### config.mk
export PLATFORM = sky130hd
export DESIGN_NAME = soc_sram_sp_master_flat
export DESIGN_NICKNAME = d
export VERILOG_FILES = /design/src/rtl/soc_sram_sp_master_pkg.sv /design/src/rtl/soc_sram_sp_master_if.sv /design/src/rtl/soc_sram_sp_rsp_fifo.sv /design/src/rtl/soc_sram_sp_master.sv /design/src/flat_wrapper.sv
export SDC_FILE = /design/constraint.sdc
export NUM_CORES = 1
export LEC_CHECK = 0
export CAP_MARGIN = 20
export CORE_UTILIZATION = 45
export DETAILED_ROUTE_END_ITERATION = 8
export HOLD_SLACK_MARGIN = 0.03
export PLACE_DENSITY = 0.82
export SYNTH_ARGS = -nofsm -noshare
export SYNTH_HDL_FRONTEND = slang
export SYNTH_SLANG_ARGS = --single-unit
### constraint.sdc
create_clock -name clk -period 4.05 [get_ports clk]
set_input_delay 0.405 -clock clk [delete_from_list [all_inputs] [get_ports clk]]
set_output_delay 0.405 -clock clk [all_outputs]
set_load 0.005 [all_outputs]
### src/rtl/soc_sram_sp_master_pkg.sv
// ----------------------------------------------------------------------------
// soc_optimsoc_functions
//   Shared definitions for the single-port SRAM initiator:
//     clog2          - ceiling log2, used for SW/WORD_AW and counter widths
//     rsp_entry_t    - response FIFO entry {err, rdata}
//     RSP_FIFO_DEPTH - response FIFO depth, also the outstanding-request limit
//     state_t        - controller states
// ----------------------------------------------------------------------------
package soc_optimsoc_functions;

    localparam int RSP_FIFO_DEPTH = 3;

    // A package cannot take parameters, so rdata is sized for the widest
    // supported XLEN; narrower instances use the low XLEN bits only.
    localparam int MAX_XLEN = 32;

    typedef struct packed {
        logic                err;
        logic [MAX_XLEN-1:0] rdata;
    } rsp_entry_t;

    typedef enum logic {
        ST_INIT = 1'b0,
        ST_RUN  = 1'b1
    } state_t;

    function automatic int clog2(input int v);
        int r;
        r = 0;
        while ((1 << r) < v) r++;
        return r;
    endfunction

endpackage

### src/rtl/soc_sram_sp_master_if.sv
// ----------------------------------------------------------------------------
// soc_sram_sp_master_if
//   Request/response handshake between a bus adapter / DMA (master modport)
//   and the SRAM initiator (slave modport).
//     req_valid/req_ready  request handshake; req_we, req_addr, req_wdata,
//                          req_sel carry the request
//     rsp_valid/rsp_ready  response handshake; rsp_rdata, rsp_err carry it
// ----------------------------------------------------------------------------
interface soc_sram_sp_master_if #(
    parameter int PLEN = 32,
    parameter int XLEN = 32
);
    localparam int SW = XLEN / 8;

    logic            req_valid;
    logic            req_ready;
    logic            req_we;
    logic [PLEN-1:0] req_addr;
    logic [XLEN-1:0] req_wdata;
    logic [SW-1:0]   req_sel;
    logic            rsp_valid;
    logic            rsp_ready;
    logic [XLEN-1:0] rsp_rdata;
    logic            rsp_err;

    modport master (
        output req_valid, req_we, req_addr, req_wdata, req_sel, rsp_ready,
        input  req_ready, rsp_valid, rsp_rdata, rsp_err
    );

    modport slave (
        input  req_valid, req_we, req_addr, req_wdata, req_sel, rsp_ready,
        output req_ready, rsp_valid, rsp_rdata, rsp_err
    );
endinterface

### src/rtl/soc_sram_sp_rsp_fifo.sv
// ----------------------------------------------------------------------------
// soc_sram_sp_rsp_fifo
//   Small synchronous FIFO holding in-order responses.
//     clk, rst  clock, asynchronous active-high reset (empties the FIFO)
//     push/din  write one entry (caller guarantees not full)
//     pop/dout  dout is the head entry; pop removes it (caller guarantees
//               not empty)
//     count     number of stored entries
// ----------------------------------------------------------------------------
module soc_sram_sp_rsp_fifo
    import soc_optimsoc_functions::*;
#(
    parameter  int DEPTH = RSP_FIFO_DEPTH,
    localparam int CW    = clog2(DEPTH + 1),
    localparam int PW    = clog2(DEPTH)
) (
    input  logic          clk,
    input  logic          rst,
    input  logic          push,
    input  rsp_entry_t    din,
    input  logic          pop,
    output rsp_entry_t    dout,
    output logic [CW-1:0] count
);

    rsp_entry_t    mem [DEPTH];
    logic [PW-1:0] wr_ptr;
    logic [PW-1:0] rd_ptr;

    always_ff @(posedge clk or posedge rst) begin
        if (rst) begin
            wr_ptr <= '0;
            rd_ptr <= '0;
            count  <= '0;
            for (int i = 0; i < DEPTH; i++) mem[i] <= '0;
        end else begin
            if (push) begin
                mem[wr_ptr] <= din;
                wr_ptr      <= (wr_ptr == PW'(DEPTH - 1)) ? '0 : wr_ptr + 1'b1;
            end
            if (pop) begin
                rd_ptr <= (rd_ptr == PW'(DEPTH - 1)) ? '0 : rd_ptr + 1'b1;
            end
            case ({push, pop})
                2'b10:   count <= count + 1'b1;
                2'b01:   count <= count - 1'b1;
                default: count <= count;
            endcase
        end
    end

    assign dout = mem[rd_ptr];

endmodule

### src/rtl/soc_sram_sp_master.sv
// ----------------------------------------------------------------------------
// soc_sram_sp_master
//   Initiator for a single-port SRAM with one-cycle registered read data.
//   Accepts byte-addressed requests, range-checks them against MEM_SIZE_BYTE,
//   issues at most one SRAM access per cycle and returns one in-order
//   response per request through a 3-entry response FIFO.
//
//   Ports:
//     clk, rst          clock, asynchronous active-high reset
//     bus (slave)       request/response handshake
//     init_done         memory usable (controller in RUN)
//     sram_ce/we/oe     SRAM controls
//     sram_waddr        word address
//     sram_din/sel      write data / byte selects
//     sram_dout         SRAM read data, valid the cycle after the access
//
//   Build option SRAM_INIT_CLEAR_EN: after reset the controller sweeps the
//   whole memory writing zeros (one word per cycle) before accepting
//   requests. Without it the controller is in RUN straight out of reset and
//   the memory keeps its preload contents.
// ----------------------------------------------------------------------------
module soc_sram_sp_master
    import soc_optimsoc_functions::*;
#(
    parameter  int PLEN           = 32,
    parameter  int XLEN           = 32,
    // Must be overridden with the real memory size (multiple of SW).
    parameter  int MEM_SIZE_BYTE  = 'h400,
    localparam int SW             = XLEN / 8,
    localparam int LSB            = clog2(SW),
    localparam int WORD_AW        = PLEN - LSB,
    localparam int MEM_SIZE_WORDS = MEM_SIZE_BYTE / SW,
    localparam int CW             = clog2(RSP_FIFO_DEPTH + 1)
) (
    input  logic                clk,
    input  logic                rst,
    soc_sram_sp_master_if.slave bus,
    output logic                init_done,
    output logic                sram_ce,
    output logic                sram_we,
    output logic                sram_oe,
    output logic [WORD_AW-1:0]  sram_waddr,
    output logic [XLEN-1:0]     sram_din,
    output logic [SW-1:0]       sram_sel,
    input  logic [XLEN-1:0]     sram_dout
);

    localparam logic [PLEN:0] MEM_LIMIT = (PLEN + 1)'(MEM_SIZE_BYTE);

    state_t             state;
    logic               sweep;
    logic [WORD_AW-1:0] sweep_addr;

`ifdef SRAM_INIT_CLEAR_EN
    localparam logic [WORD_AW-1:0] LAST_WORD = WORD_AW'(MEM_SIZE_WORDS - 1);

    state_t             state_nxt;
    logic [WORD_AW-1:0] wcnt;
    logic [WORD_AW-1:0] wcnt_nxt;

    always_ff @(posedge clk or posedge rst) begin
        if (rst) begin
            state <= ST_INIT;
            wcnt  <= '0;
        end else begin
            state <= state_nxt;
            wcnt  <= wcnt_nxt;
        end
    end

    always_comb begin
        state_nxt = state;
        wcnt_nxt  = wcnt;
        if (state == ST_INIT) begin
            wcnt_nxt = wcnt + 1'b1;
            if (wcnt == LAST_WORD) state_nxt = ST_RUN;
        end
    end

    // Gated by rst so the SRAM port stays quiet while reset is held.
    assign sweep      = (state == ST_INIT) && !rst;
    assign sweep_addr = wcnt;
`else
    assign state      = ST_RUN;
    assign sweep      = 1'b0;
    assign sweep_addr = '0;
`endif

    // ---------------------------------------------------------------- accept
    logic          req_ready;
    logic          accept;
    logic          in_range;
    logic          infl_vld;
    logic          infl_we;
    logic          infl_err;
    logic [CW-1:0] fifo_cnt;
    rsp_entry_t    push_e;
    rsp_entry_t    head;
    logic          rsp_valid;
    logic          pop;

    // Stored responses plus the one in flight must fit in the FIFO.
    assign req_ready = (state == ST_RUN) &&
                       ((int'(fifo_cnt) + int'(infl_vld)) < RSP_FIFO_DEPTH);
    assign accept    = bus.req_valid && req_ready;
    assign in_range  = {1'b0, bus.req_addr} < MEM_LIMIT;

    assign bus.req_ready = req_ready;
    assign init_done     = (state == ST_RUN);

    // ------------------------------------------------------------- SRAM port
    always_comb begin
        sram_ce    = 1'b0;
        sram_we    = 1'b0;
        sram_oe    = 1'b0;
        sram_waddr = bus.req_addr[PLEN-1:LSB];
        sram_din   = bus.req_wdata;
        sram_sel   = '0;
        if (sweep) begin
            sram_ce    = 1'b1;
            sram_we    = 1'b1;
            sram_waddr = sweep_addr;
            sram_din   = '0;
            sram_sel   = '1;
        end else if (accept && in_range) begin
            sram_ce  = 1'b1;
            sram_we  = bus.req_we;
            sram_oe  = !bus.req_we;
            sram_sel = bus.req_sel;
        end
    end

    // -------------------------------------------------------------- inflight
    // Tags of the access issued last cycle; its read data arrives now.
    always_ff @(posedge clk or posedge rst) begin
        if (rst) begin
            infl_vld <= 1'b0;
            infl_we  <= 1'b0;
            infl_err <= 1'b0;
        end else begin
            infl_vld <= accept;
            if (accept) begin
                infl_we  <= bus.req_we;
                infl_err <= !in_range;
            end
        end
    end

    always_comb begin
        push_e       = '0;
        push_e.err   = infl_err;
        if (!infl_we && !infl_err) push_e.rdata = MAX_XLEN'(sram_dout);
    end

    // -------------------------------------------------------------- response
    assign rsp_valid = (fifo_cnt != '0);
    assign pop       = rsp_valid && bus.rsp_ready;

    soc_sram_sp_rsp_fifo #(.DEPTH(RSP_FIFO_DEPTH)) u_rsp_fifo (
        .clk   (clk),
        .rst   (rst),
        .push  (infl_vld),
        .din   (push_e),
        .pop   (pop),
        .dout  (head),
        .count (fifo_cnt)
    );

    assign bus.rsp_valid = rsp_valid;
    assign bus.rsp_rdata = rsp_valid ? head.rdata[XLEN-1:0] : '0;
    assign bus.rsp_err   = rsp_valid && head.err;

endmodule

### src/flat_wrapper.sv
// flat-port wrapper written by rule: the top's interface ports become plain ports
module soc_sram_sp_master_flat import soc_optimsoc_functions::*;
#(
    parameter  int PLEN           = 32,
    parameter  int XLEN           = 32,
                                                                     
    parameter  int MEM_SIZE_BYTE  = 'h400,
    localparam int SW             = XLEN / 8,
    localparam int LSB            = clog2(SW),
    localparam int WORD_AW        = PLEN - LSB,
    localparam int MEM_SIZE_WORDS = MEM_SIZE_BYTE / SW,
    localparam int CW             = clog2(RSP_FIFO_DEPTH + 1)
)
  (clk, rst, init_done, sram_ce, sram_we, sram_oe, sram_waddr, sram_din, sram_sel, sram_dout, bus_req_valid, bus_req_we, bus_req_addr, bus_req_wdata, bus_req_sel, bus_rsp_ready, bus_req_ready, bus_rsp_valid, bus_rsp_rdata, bus_rsp_err);
  soc_sram_sp_master_if #(.PLEN(PLEN), .XLEN(XLEN)) bus_i ();
  input  logic clk;
  input  logic rst;
  output logic init_done;
  output logic sram_ce;
  output logic sram_we;
  output logic sram_oe;
  output logic [WORD_AW-1:0] sram_waddr;
  output logic [XLEN-1:0] sram_din;
  output logic [SW-1:0] sram_sel;
  input  logic [XLEN-1:0] sram_dout;
  input wire logic [$bits(bus_i.req_valid)-1:0] bus_req_valid;
  input wire logic [$bits(bus_i.req_we)-1:0] bus_req_we;
  input wire logic [$bits(bus_i.req_addr)-1:0] bus_req_addr;
  input wire logic [$bits(bus_i.req_wdata)-1:0] bus_req_wdata;
  input wire logic [$bits(bus_i.req_sel)-1:0] bus_req_sel;
  input wire logic [$bits(bus_i.rsp_ready)-1:0] bus_rsp_ready;
  output wire logic [$bits(bus_i.req_ready)-1:0] bus_req_ready;
  output wire logic [$bits(bus_i.rsp_valid)-1:0] bus_rsp_valid;
  output wire logic [$bits(bus_i.rsp_rdata)-1:0] bus_rsp_rdata;
  output wire logic [$bits(bus_i.rsp_err)-1:0] bus_rsp_err;
  assign bus_i.req_valid = bus_req_valid;
  assign bus_i.req_we = bus_req_we;
  assign bus_i.req_addr = bus_req_addr;
  assign bus_i.req_wdata = bus_req_wdata;
  assign bus_i.req_sel = bus_req_sel;
  assign bus_i.rsp_ready = bus_rsp_ready;
  assign bus_req_ready = bus_i.req_ready;
  assign bus_rsp_valid = bus_i.rsp_valid;
  assign bus_rsp_rdata = bus_i.rsp_rdata;
  assign bus_rsp_err = bus_i.rsp_err;
  soc_sram_sp_master #(.PLEN(PLEN), .XLEN(XLEN), .MEM_SIZE_BYTE(MEM_SIZE_BYTE)) u_core (.clk(clk), .rst(rst), .bus(bus_i), .init_done(init_done), .sram_ce(sram_ce), .sram_we(sram_we), .sram_oe(sram_oe), .sram_waddr(sram_waddr), .sram_din(sram_din), .sram_sel(sram_sel), .sram_dout(sram_dout));
endmodule
# ---- Word level (Yosys, flattened, before mapping)
# Index checks and enable logic that the tools add are counted.
dict set report word_totals {
  reg_bits 108
  latchBits 0
  ramBits 0
  mem_bits_ro 0
  input_bits 105
  output_inout_bits 105
  wordCells 55
  n_memories 0
}
dict set report classes {
  n_addsub 5
  n_mul 0
  div_mod_pow 0
  n_lt_le_gt_ge 5
  n_eq_ne 4
  shift 0
  n_mux 15
  bitwise 2
  n_reduce_logical 12
}
# op count
set ops {}
lappend ops {{99-bit bitwise mux} 1}
lappend ops {{33-bit two-way mux} 3}
lappend ops {{33-bit binary-select mux with 2-bit select} 1}
lappend ops {{33-bit demux with 2-bit select} 1}
lappend ops {{32-bit two-way mux} 2}
lappend ops {{32-bit by 11-bit less-than comparator with 1-bit output (second input constant)} 1}
lappend ops {{32-bit by 3-bit less-than comparator with 1-bit output (second input constant)} 1}
lappend ops {{2-bit by 1-bit adder with 2-bit output (second input constant)} 3}
lappend ops {{2-bit equality test (second input constant)} 3}
lappend ops {{3-bit >= comparator (second input constant)} 2}
lappend ops {{1-bit logical AND} 6}
lappend ops {{2-bit inverter with 3-bit output} 2}
lappend ops {{1-bit zero test} 4}
lappend ops {{2-bit two-way mux} 2}
lappend ops {{4-bit two-way mux} 1}
lappend ops {{2-bit case mux with 2 select lines} 1}
lappend ops {{2-bit nonzero test} 2}
lappend ops {{2-bit by 1-bit adder with 3-bit output} 1}
lappend ops {{3-bit by 1-bit less-than comparator with 1-bit output (second input constant)} 1}
lappend ops {{1-bit two-way mux} 3}
lappend ops {{2-bit by 1-bit equality test with 1-bit output (second input constant)} 1}
lappend ops {{2-bit by 1-bit subtractor with 2-bit output (second input constant)} 1}

# ---- Depth between registers and ports, before layout
dict set report depth {
  word_depth 6
  mapped_depth 6
  ltp_nobuf 6
}

# ---- By module
# Synthesis repeated with hierarchy kept, for this count alone.
dict set report hier_totals {
  cells_unflattened 512
  hier_area_um2 5941.9
}
# module instances cells_per_inst area_each_um2
set by_module_without_submodules {}
lappend by_module_without_submodules {soc_sram_sp_rsp_fifo 1 343 4725.8}
lappend by_module_without_submodules {soc_sram_sp_master 1 169 1216.2}

# ---- Worst setup path before layout
# OpenSTA, ideal clock, no wires.
dict set report synth_path {
  path_kind {flip-flop to output port}
  from {register u_core.u_rsp_fifo.count[0]}
  to {output sram_oe}
  arrival_time_ns 1.572
  slack_ns 2.073
  stages_incl_launch_ff 6
  n_path_buf 0
  path_cell_list {dfrtp_1 -> ha_1 -> ha_1 -> a21oi_1 -> nand4_1 -> nor3_1}
}
dict set report synth_via {
  elab_chain_len 5
}
# element line
set synth_lines {}
lappend synth_lines {{start: declaration} soc_sram_sp_rsp_fifo.sv:23} ;# output logic [CW-1:0] count
lappend synth_lines {{start signal: assignment} soc_sram_sp_rsp_fifo.sv:45} ;# 2'b10: count <= count + 1'b1;
lappend synth_lines {{start signal: assignment} soc_sram_sp_rsp_fifo.sv:46} ;# 2'b01: count <= count - 1'b1;
lappend synth_lines {{start signal: assignment} soc_sram_sp_rsp_fifo.sv:47} ;# default: count <= count;
lappend synth_lines {{2-bit by 1-bit adder with 3-bit output} soc_sram_sp_master.sv:104} ;# ((int'(fifo_cnt) + int'(infl_vld)) < RSP_FIFO_DEPTH);
lappend synth_lines {{32-bit by 3-bit less-than comparator with 1-bit output} soc_sram_sp_master.sv:104}
lappend synth_lines {{net bus_req_ready} flat_wrapper.sv:32} ;# output wire logic [$bits(bus_i.req_ready)-1:0] bus_req_ready;
lappend synth_lines {{1-bit logical AND} soc_sram_sp_master.sv:105} ;# assign accept = bus.req_valid && req_ready;
lappend synth_lines {{1-bit logical AND} soc_sram_sp_master.sv:125} ;# end else if (accept && in_range) begin
lappend synth_lines {{1-bit two-way mux} soc_sram_sp_master.sv:125}
lappend synth_lines {{end: declaration} flat_wrapper.sv:21} ;# output logic sram_oe;
# The timed path passes the listed nets, and every way through them passes these cells.

# ---- Worst setup path in the final report
dict set report layout_path {
  from {register u_core.u_rsp_fifo.count[0]}
  to {output sram_we}
}
dict set report layout_via {
  elab_chain_len 5
}
# element line
set layout_lines {}
lappend layout_lines {{2-bit by 1-bit adder with 3-bit output} soc_sram_sp_master.sv:104}
lappend layout_lines {{32-bit by 3-bit less-than comparator with 1-bit output} soc_sram_sp_master.sv:104}
lappend layout_lines {{1-bit logical AND} soc_sram_sp_master.sv:105}
lappend layout_lines {{1-bit logical AND} soc_sram_sp_master.sv:125}
lappend layout_lines {{1-bit two-way mux} soc_sram_sp_master.sv:125}
lappend layout_lines {{end: declaration} flat_wrapper.sv:20} ;# output logic sram_we;
# No other way between the ends.

==> results.py <==
metrics = {
    "synthesis": {
        "syn_inst": 619,
        "synth_warnings": 0,
        "yosysUniqueCellTypes": 31,
        "async_reset_ff_share_pct": 100,
        "synth.avg_cell_area_um2": 8.96,
        "ys_ff_latch": 108,
        "synth-edff-count": 0,
        "syn_area_mm2": 0.00554,
        "synthFlopType": "dfrtp_1",
        "synth_nets": 727,
        "synth_seq_area_share_pct": 48.7,
    },
    "place": {
        "place_congestion": 0.728,
        "dpl.hpwl_mm": 8.44,
        "port_buffers": 126,
        "placedCellCount": 800,
    },
    "finish": {
        "num_antenna_cells": 0,
        "nFillCells": 1073,
        "drive_above_1_share_pct": 10.8,
        "final_cells": 816,
        "num-nets-final": 772,
        "area_delta_synth_final_pct": 20.8,
    },
    "clocking": {
        "hold_buffers": 0,
        "clk_latency_ns": 0.34,
        "cts_root_buf": "clkbuf_16",
        "clk_pin_slew_worst_paths_ns": 0.07,
        "cts_tree": "built",
        "cts_resized": 0,
        "cts_buffers": 9,
        "clockBufferDepth": 2,
        "post_cts_buffers": 0,
        "cts.sinks": 108,
        "htreeDepth": 3,
    },
    "power": {
        "p_leak_nw": 2.71,
        "pwr-share-comb_pct": 31.7,
        "power_w": 0.00339,
        "p_int_w": 0.00221,
        "clock_power_share_pct": 26.2,
        "p_sw_w": 0.00118,
        "seqPwrFrac_pct": 42.1,
        "irDropWorstVdd_uv": 383,
        "swShare_pct": 34.8,
        "power_density_mw_per_mm2": 506,
    },
    "floorplan": {
        "core_area_mm2": 0.0120,
        "rows": 40,
        "die_h_um": 113,
        "floorplan.initialDensity_pct": 46.2,
        "ios": 210,
        "dieWidth_um": 113,
        "die_area_mm2": 0.0128,
    },
    "global_route": {
        "grt_pass1_vias": 4383,
        "grt_use_total_pct": 20.9,
        "grt_max_degree": 67,
        "antenna_found_initial": 0,
        "grt_pass1_wl_mm": 21.1,
        "grt_overflow": 0,
    },
    "critical_path": {
        "crit_path_max_fanout": 8,
        "crit_arrival_ns": 2.74,
        "endpoint_kind": "output pin",
        "critPathKind": "flop to output pin",
        "cp-start-kind": "flop",
        "crit_required_ns": 3.64,
    },
    "detailed_routing": {
        "ant_nets": 0,
        "routed_via_density": 5.24,
        "firstDrtPassIters": 4,
        "wl_mm": 12.9,
        "route.vias.total": 4272,
        "drc_errors": 0,
        "drtIter0Drc": 246,
        "avgRoutedWirePerCell_um": 15.8,
    },
    "timing": {
        "clock-skew-final_ns": 0.0107,
        "hold_viol_final": 0,
        "setup_violations": 0,
        "worst_pin_slew_ns": 0.965,
        "finalCritPeriodShare_pct": 77.6,
        "rsz0062_at_grt": "no",
        "finalMaxSlewViolations": 0,
        "setup_tns_ns": 0,
        "fmax_mhz": 318,
        "slew_headroom_pct": 35.5,
        "fin_crit_ns": 3.14,
    },
    "run": {
        "cap_violations": 0,
    },
    "hold_path": {
        "hold_path_class": "flop to flop",
    },
    "status": {
        "status": "finished, final reports clean",
    },
}
==> critical path: stages (launching register included) <==
cell and delay, ns:
dfrtp_1 0.47, ha_1 0.23, ha_1 0.26, a21oi_1 0.31, nand4_1 0.35, nor3_1 0.23
clkdlybuf4s50_1 0.56
==> routing by layer <==
metal	routed length [um]	vias to the layer above	global-route usage, %
met4	179	0	6.14
met3	613	35	3.64
met1	5510	2049	25.0
met5	0	-	0
li1	-	2055	-
met2	6550	133	38.5
==> placed cells by master (no fill, tap or decap), drive strengths merged, types with 3 or more instances in the layout <==
| cell type | Yosys | routed |
|---|---|---|
| ha | 3 | 3 |
| dfrtp | 108 | 108 |
| clkbuf | 17 | 12 |
| nor4 | 5 | 5 |
| buf | 84 | 9 |
| nor3 | 7 | 7 |
| mux2i | 33 | 33 |
| a21oi | 34 | 34 |
| o21ai | 99 | 99 |
| mux2 | 4 | 4 |
| inv | 11 | 13 |
| nor2 | 5 | 5 |
| or2 | 33 | 33 |
| clkdlybuf4s50 | 0 | 126 |
| nand2 | 161 | 161 |
==> power groups by stage <==
stage / clock network, W / logic [W] / registers [W]
finish: 0.000887 / 0.00107 / 0.00143
global route: 0.000948 / 0.00120 / 0.00145
CTS: 0.000902 / 0.00109 / 0.00142
detailed placement: 0 / 0.00108 / 0.00145
global placement: 0 / 0.00105 / 0.00143
floorplan: 0 / 0.000790 / 0.00138
==> synthesized netlist by cell type, types with 5 or more instances <==
cell,n,area [um2]
dfrtp_1,108,2700
inv_1,11,41.3
nor2_1,5,18.8
nand2_1,161,604
o21ai_2,6,52.6
o21ai_0,89,445
buf_2,8,40.0
a21oi_1,34,170
mux2i_1,33,330
or2_2,33,206
buf_6,8,90.1
nor4_1,5,31.3
clkbuf_1,17,63.8
nor3_1,7,35.0
buf_4,64,480
==> registers in the layout, summed over array words and instances, names as in the netlist <==
| name | flops |
|---|---|
| u_core.infl_err | 1 |
| u_core.infl_vld | 1 |
| u_core.infl_we | 1 |
| u_core.u_rsp_fifo.count | 2 |
| u_core.u_rsp_fifo.mem | 99 |
| u_core.u_rsp_fifo.rd_ptr | 2 |
| u_core.u_rsp_fifo.wr_ptr | 2 |
==> path summary, 6_finish.rpt <==
| kind | startpoint | end | slack [ns] | cells after the start |
|---|---|---|---|---|
| max | u_core.u_rsp_fifo.count[0] | sram_we | 0.91 | 6 |
| min | u_core.u_rsp_fifo.mem[69] | u_core.u_rsp_fifo.mem[69] | 0.48 | 2 |
| max reg2reg | u_core.u_rsp_fifo.count[0] | u_core.infl_err | 2.06 | 5 |
| min reg2reg | u_core.u_rsp_fifo.mem[69] | u_core.u_rsp_fifo.mem[69] | 0.48 | 2 |
| max in group asynchronous | rst | u_core.u_rsp_fifo.rd_ptr[1] | 2.71 | 3 |
| min in group asynchronous | rst | u_core.u_rsp_fifo.mem[84] | 0.49 | 2 |
==> area by class of cell <==
cell class,count,area (um2),share of cell area (%)
clock inverters,4,56.3,0.841
inverters,11,43.8,0.654
flip-flops and latches,108,2700,40.4
clock buffers,12,246,3.68
multi-input cells,399,2130,31.9
well taps,147,184,2.75
repair buffers,135,1330,19.8
==> stage by stage <==
step | hold WS [ns] | worst slack [ns] | instance area (um2) | util [%]
floorplan | 0.448 | 0.799 | 5540 | -
global placement | 0.459 | 1.25 | 6390 | 53.2
detailed placement | 0.464 | 1.25 | 6390 | 53.2
CTS | 0.481 | 0.871 | 6700 | 55.8
global route | 0.500 | 0.690 | 6700 | 55.8
finish | 0.478 | 0.907 | 6700 | 55.8
==> kinds of logic (layout without fill, tap and decap cells) <==
logic type / after synthesis / in the layout / share of synthesized area [%]
AO/OA/AOI/OAI: 136 / 136 / 12.8
XOR/XNOR: 3 / 3 / 0.474
adder cells (fa/ha/maj): 3 / 3 / 0.677
buffers and inverters: 112 / 162 / 13.2
flip-flops: 108 / 108 / 48.7
multiplexers: 37 / 37 / 6.84
other: 1 / 1 / 0.0676
AND/OR/NAND/NOR: 219 / 219 / 17.2
Power figures use the tool's default switching activity.
